<file path="src/rtl/branch_hazard_ctrl.sv">
// Branch operand hazard controller: stalls a branch/JALR in ID until its sources can be forwarded into ID.
// Optional stall-cycle counter is built only when BRANCH_STALL_CNT_EN is defined.
//
// state | meaning
// IDLE  | no branch waiting; evaluates hazards for the ID branch
// STALL | branch waiting out a fixed stall count (cnt = stalls still to issue)
module branch_hazard_ctrl #(
  parameter int CNT_W = 32
) (
  input  logic             i_clk,
  input  logic             i_rst_n,
  input  logic             i_id_branch,
  input  logic [4:0]       i_id_rs1,
  input  logic [4:0]       i_id_rs2,
  input  logic [4:0]       i_ex_rd,
  input  logic             i_ex_reg_write,
  input  logic             i_ex_mem_read,
  input  logic [4:0]       i_mem_rd,
  input  logic             i_mem_reg_write,
  input  logic             i_mem_mem_read,
  input  logic             i_branch_taken,
  input  logic             i_hold,
  input  logic             i_kill,
  output logic             o_stall,
  output logic             o_bubble,
  output logic             o_resolve,
  output logic             o_flush_if_id,
  output logic             o_busy,
  output logic [CNT_W-1:0] o_stall_cycles
);

  typedef enum logic {IDLE = 1'b0, STALL = 1'b1} state_t;

  state_t     state_q, state_d;
  logic [1:0] cnt_q, cnt_d;
  logic [1:0] need;
  logic       ex_hit, mem_hit;

  // Writes to x0 are discarded, so they never create a dependency.
  assign ex_hit  = i_ex_reg_write && (i_ex_rd != 5'd0) &&
                   ((i_ex_rd == i_id_rs1) || (i_ex_rd == i_id_rs2));
  assign mem_hit = i_mem_reg_write && (i_mem_rd != 5'd0) &&
                   ((i_mem_rd == i_id_rs1) || (i_mem_rd == i_id_rs2));

  always_comb begin
    need = 2'd0;
    if (ex_hit && i_ex_mem_read) begin
      need = 2'd2;
    end else if (ex_hit || (mem_hit && i_mem_mem_read)) begin
      need = 2'd1;
    end
  end

  always_ff @(posedge i_clk or negedge i_rst_n) begin
    if (!i_rst_n) begin
      state_q <= IDLE;
      cnt_q   <= 2'd0;
    end else begin
      state_q <= state_d;
      cnt_q   <= cnt_d;
    end
  end

  always_comb begin
    state_d       = state_q;
    cnt_d         = cnt_q;
    o_stall       = 1'b0;
    o_bubble      = 1'b0;
    o_resolve     = 1'b0;
    o_flush_if_id = 1'b0;
    if (i_kill) begin
      state_d = IDLE;
      cnt_d   = 2'd0;
    end else begin
      case (state_q)
        IDLE: begin
          if (i_id_branch) begin
            if (need == 2'd0) begin
              o_resolve     = !i_hold;
              o_flush_if_id = i_branch_taken && !i_hold;
            end else begin
              o_stall  = 1'b1;
              o_bubble = 1'b1;
              if (!i_hold) begin
                state_d = STALL;
                cnt_d   = need - 2'd1;
              end
            end
          end
        end
        STALL: begin
          // Count was fixed on entry; hazard inputs are deliberately ignored here.
          if (cnt_q != 2'd0) begin
            o_stall  = 1'b1;
            o_bubble = 1'b1;
            if (!i_hold) cnt_d = cnt_q - 2'd1;
          end else begin
            o_resolve     = !i_hold;
            o_flush_if_id = i_branch_taken && !i_hold;
            if (!i_hold) state_d = IDLE;
          end
        end
        default: begin
          state_d = IDLE;
          cnt_d   = 2'd0;
        end
      endcase
    end
  end

  assign o_busy = (state_q == STALL) && !i_kill;

`ifdef BRANCH_STALL_CNT_EN
  logic [CNT_W-1:0] stall_cycles_q;

  always_ff @(posedge i_clk or negedge i_rst_n) begin
    if (!i_rst_n) begin
      stall_cycles_q <= '0;
    end else if (o_stall && !i_hold && !i_kill) begin
      stall_cycles_q <= stall_cycles_q + {{(CNT_W-1){1'b0}}, 1'b1};
    end
  end

  assign o_stall_cycles = stall_cycles_q;
`else
  assign o_stall_cycles = '0;
`endif

endmodule

</file>
<file path="config.mk">
export PLATFORM = sky130hd
export DESIGN_NAME = branch_hazard_ctrl
export DESIGN_NICKNAME = d
export VERILOG_FILES = /design/src/rtl/branch_hazard_ctrl.sv
export SDC_FILE = /design/constraint.sdc
export NUM_CORES = 1
export LEC_CHECK = 0
export CAP_MARGIN = 15
export CELL_PAD_IN_SITES_DETAIL_PLACEMENT = 1
export CELL_PAD_IN_SITES_GLOBAL_PLACEMENT = 2
export CORE_MARGIN = 2
export CORE_UTILIZATION = 16
export DETAILED_ROUTE_END_ITERATION = 8
export PLACE_DENSITY_LB_ADDON = 0.1
export SYNTH_ARGS = -nofsm -noshare
export SYNTH_HDL_FRONTEND = slang
export SYNTH_SLANG_ARGS = --single-unit
</file>
<file path="constraint.sdc">
create_clock -name i_clk -period 3.2 [get_ports i_clk]
set_input_delay 0.64 -clock i_clk [delete_from_list [all_inputs] [get_ports i_clk]]
set_output_delay 0.64 -clock i_clk [all_outputs]
set_load 0.01 [all_outputs]
</file>
; ---- Word level (Yosys, flattened, before mapping)
; Index checks and enable logic that the tools add are counted.
[totals]
elab_cells = 63
latch_bits = 0
n_memories = 0
romBits = 0
register_bits = 3
mem_bits_rw = 0
[op_classes]
n_lt_le_gt_ge = 0
n_addsub = 2
n_eq_ne = 9
bitwise = 1
n_div = 0
shifts = 0
n_reduce_logical = 18
mul = 0
n_mux = 31
[ops]
columns = operator, count
row1 = $eq 5x5->1, 4
row2 = $mux 1, 19
row3 = $mux 2, 7
row4 = $ne 3x3->1 const B, 4
row5 = $reduce_bool 5->1, 2
row6 = $logic_and 1x1->1, 8
row7 = $pmux 1 s2, 4
row8 = $reduce_and 5->1, 1
row9 = $pmux 2 s2, 1
row10 = $sub 2x1->2 const B, 2
row11 = $logic_or 1x1->1, 3
row12 = $ne 3x2->1 const B, 1
row13 = $logic_not 1->1, 2
row14 = $logic_not 2->1, 1
row15 = $reduce_bool 2->1, 1
row16 = $not 1->1, 1

; ---- Longest topological paths before layout
[depth]
depth_word = 13
mapped_depth = 7

; ---- Worst setup path after synthesis
; OpenSTA, ideal clock, no wires.
[synth_timing]
path_type = in2out
startpoint = input i_ex_rd[1]
endpoint = output o_flush_if_id
t_arrival_ps = 2093
n_path_buf = 0
stages = 5
setup_slack_ps = 467
required_ps = 2560
cell_sequence = or4_1 o21ai_2 nor2_1 o41a_1 nor4b_2
[synth_via]
elab_chain_cells = 11
elab_cells_between_ends = 15
[synth_rtl]
columns = item, line_no
row1 = "start, declared", 15  ; input logic [4:0] i_ex_rd,
row2 = $eq 5x5->1 or $reduce_bool 5->1 (tied branches), "41, 40"
row3 = $logic_or 1x1->1 or $logic_and 1x1->1 (tied branches), "41, 40"
row4 = $logic_and 1x1->1 (*), 40  ; assign ex_hit = i_ex_reg_write && (i_ex_rd != 5'd0) &&
row5 = $logic_or 1x1->1, 49  ; end else if (ex_hit || (mem_hit && i_mem_mem_read)) begin
row6 = $mux 1, 49
row7 = $mux 2 (*), 47  ; if (ex_hit && i_ex_mem_read) begin
row8 = $logic_not 2->1 (*), 78  ; if (need == 2'd0) begin
row9 = $mux 1 (*), 78
row10 = $mux 1 (*), 77  ; if (i_id_branch) begin
row11 = $pmux 1 s2 (*), 75  ; case (state_q)
row12 = $mux 1 (*), 71  ; if (i_kill) begin
row13 = "end, declared", 27  ; output logic o_flush_if_id,
; Mark *: on every way between the ends. The rest lies on a longest branch, timed or not.

; ---- Worst setup path after layout
; Same ends and word-level chain as after synthesis.

==> impl_metrics.ini <==
[floorplan]
rows = 25
core_mm2 = 0.00466
die-area_mm2 = 0.00535
initial_core_util_pct = 16.4
die_y_um = 73.1
die_w_um = 73.1
ioPinCount = 67

[clock_tree]
cts_tree = yes
cts_made_buffers = 3
clk_latency_ps = 220
cts_buffer_depth = 2
clkTransAtPathRegs_ps = 30
clock_sinks = 3
cts_hold_buffers = 0
cts_root_buf = clkbuf_8
h-tree-depth = 1

[worst_hold_path]
min_path_type = register to register
whs_path_depth = 1

[sta]
final.setup.tns_ps = 0
fmax_mhz = 325
period_share_pct = 96.3
clock_skew_ps = 0.305
rsz0062_at_grt = false
post-route-min-period_ps = 3080
hold_violations = 0
worstMarginPinSlew_ps = 564
slew_headroom_pct = 62.1
finalSetupViolCount = 0
slew_violations = 0

[routing]
ant_nets = 0
via_per_inst = 3.79
drc = 0
totalWireLength_um = 2340
wire_per_inst_um = 11.1
dr.pass1.iters = 3
drt-initial-drc-count = 3
vias = 796

[setup_path]
critPathRequiredTime_ps = 2560
cp-start-kind = input pin
path_max_fanout = 3
crit_buf_inv = 2
crit_path_top_delay_cell = or4_4
path_depth = 7
crit_family = simple AND/OR/NAND/NOR gates
critPathKind = input pin to output port
rr_worst_depth = 5
worstPathArrival_ps = 2440
max_stage_delay_ps = 550
crit_chain = dlygate4sd2_1 > or4_4 > o21ai_4 > nor2_4 > o41a_1 > nor4b_2 > buf_2
end_kind = output port

[pwr]
ir_drop_mv = 0.0650
power_density_mw_per_mm2 = 225
p_leak_nw = 0.590
p_total_mw = 0.279

[grt]
track_usage_pct = 8.53
gr-usage-met1_pct = 9.27
grt_pass1_vias = 818
use_met2_pct = 15.7
grt_max_degree = 9
grt_pass1_wl_um = 3510
grt_use_met3_pct = 2.21
busiest_layer = met2
antenna_found_initial = 0
grt_overflow = 0

[final_layout]
area_growth_pct = 62.0
layout-drive-gt1-share_pct = 23.7
n_antenna_cell = 0
fill_cells = 570
nNetsFinal = 187

[yosys]
synth_top_area_share_pct = 32.4
synth-seq-area-share_pct = 9.82
synth.largest_area_cell = buf_4
synth_cell_types = 31
ys_top_cells_by_area = buf_4 (32%), xnor2_1 (11%), xor2_1 (11%)
avgSynthCellArea_um2 = 7.64
syn_area_um2 = 764
yosysWarnings = 0
synth-seq-cells = 3
synth_cells = 100

[status]
status = complete, no violations

[placement]
io_buffers = 34
place_hpwl_um = 2120
finalWeightedCongestion = 0.721

[run]
drv_cap = 0
==> worst paths after layout <==
path,slack [ps],end,from
max,120,o_flush_if_id,i_ex_rd[1]
min,580,cnt_q[1],state_q
max reg2reg,1630,state_q,state_q
min reg2reg,580,cnt_q[1],state_q
max in group asynchronous,2440,cnt_q[0],i_rst_n
min in group asynchronous,610,state_q,i_rst_n
==> sequential cells by signal, summed over array words and instances (netlist names) <==
signal / cells
cnt_q: 2
state_q: 1
==> timing repair <==
item / 4_1_cts / 5_1_grt
endpoints found under the hold margin: 0 / 0
resized for setup: 38 / 6
setup endpoints to repair: 4 / 4
pin swaps: 10 / 6
buffers inserted: 1 / 0
==> report_power, final <==
part           leakage (nW)  switching (mW)  internal (mW)
registers            0.0418        0.000839         0.0389
clock network        0.0228          0.0276         0.0852
logic                 0.525          0.0624         0.0639
==> cell usage in the layout (no fill, tap or decap), types with 4 or more instances in the layout <==
cell	count
buf_4	21
xor2_1	10
conb_1	32
inv_1	4
clkdlybuf4s50_1	12
nor2_1	5
xnor2_1	10
nor3_1	4
dlygate4sd2_1	13
nand3_1	4
==> routing by layer <==
layer | vias to the layer above | wire length (um)
li1 | 386 | -
met1 | 363 | 904
met2 | 44 | 1190
met3 | 3 | 216
met4 | 0 | 32
met5 | - | 0
==> cells by family (layout without fill, tap and decap cells) <==
group,count (synthesis),count (layout),share of synthesized area (%)
AO/OA/AOI/OAI,14,14,14.4
XOR/XNOR,20,20,22.9
buffers and inverters,38,63,34.9
flip-flops,3,3,9.82
multiplexers,1,1,1.31
other,1,32,0.491
AND/OR/NAND/NOR,23,23,16.2
==> per-stage QoR <==
stage	utilization [%]	instances	setup slack, ps	cell area [um2]	hold WS (ps)
floorplan	-	131	467	881	344
global placement	25.5	205	-515	1190	584
detailed placement	25.5	205	-539	1190	578
CTS	26.6	210	2.71	1240	584
global route	26.6	210	18.2	1240	604
finish	26.6	210	119	1240	575
==> layout make-up <==
type                       count  area [um2]  area share (%)
clock buffer                   4        45.0            3.64
tap                           54        67.6            5.45
sequential                     3        75.1            6.06
timing repair buffer          55         462            37.3
multi-input combinational     90         574            46.4
inverter                       4        15.0            1.21
==> cells in the mapped netlist (all sizes together) <==
master / number
nor2: 6
xnor2: 10
dfrtp: 3
and3: 1
o311a: 2
o41ai: 1
o22ai: 1
conb: 1
nand2b: 1
o41a: 1
nand3: 4
nor4b: 1
buf: 34
mux2i: 1
o31ai: 1
o21ai: 3
xor2: 10
a31oi: 1
nor3: 4
inv: 4
a22oi: 1
nand2: 3
or3: 1
o211ai: 1
a211oi: 1
and2: 1
or4: 1
o31a: 1
(Power assumes the default switching activity.)
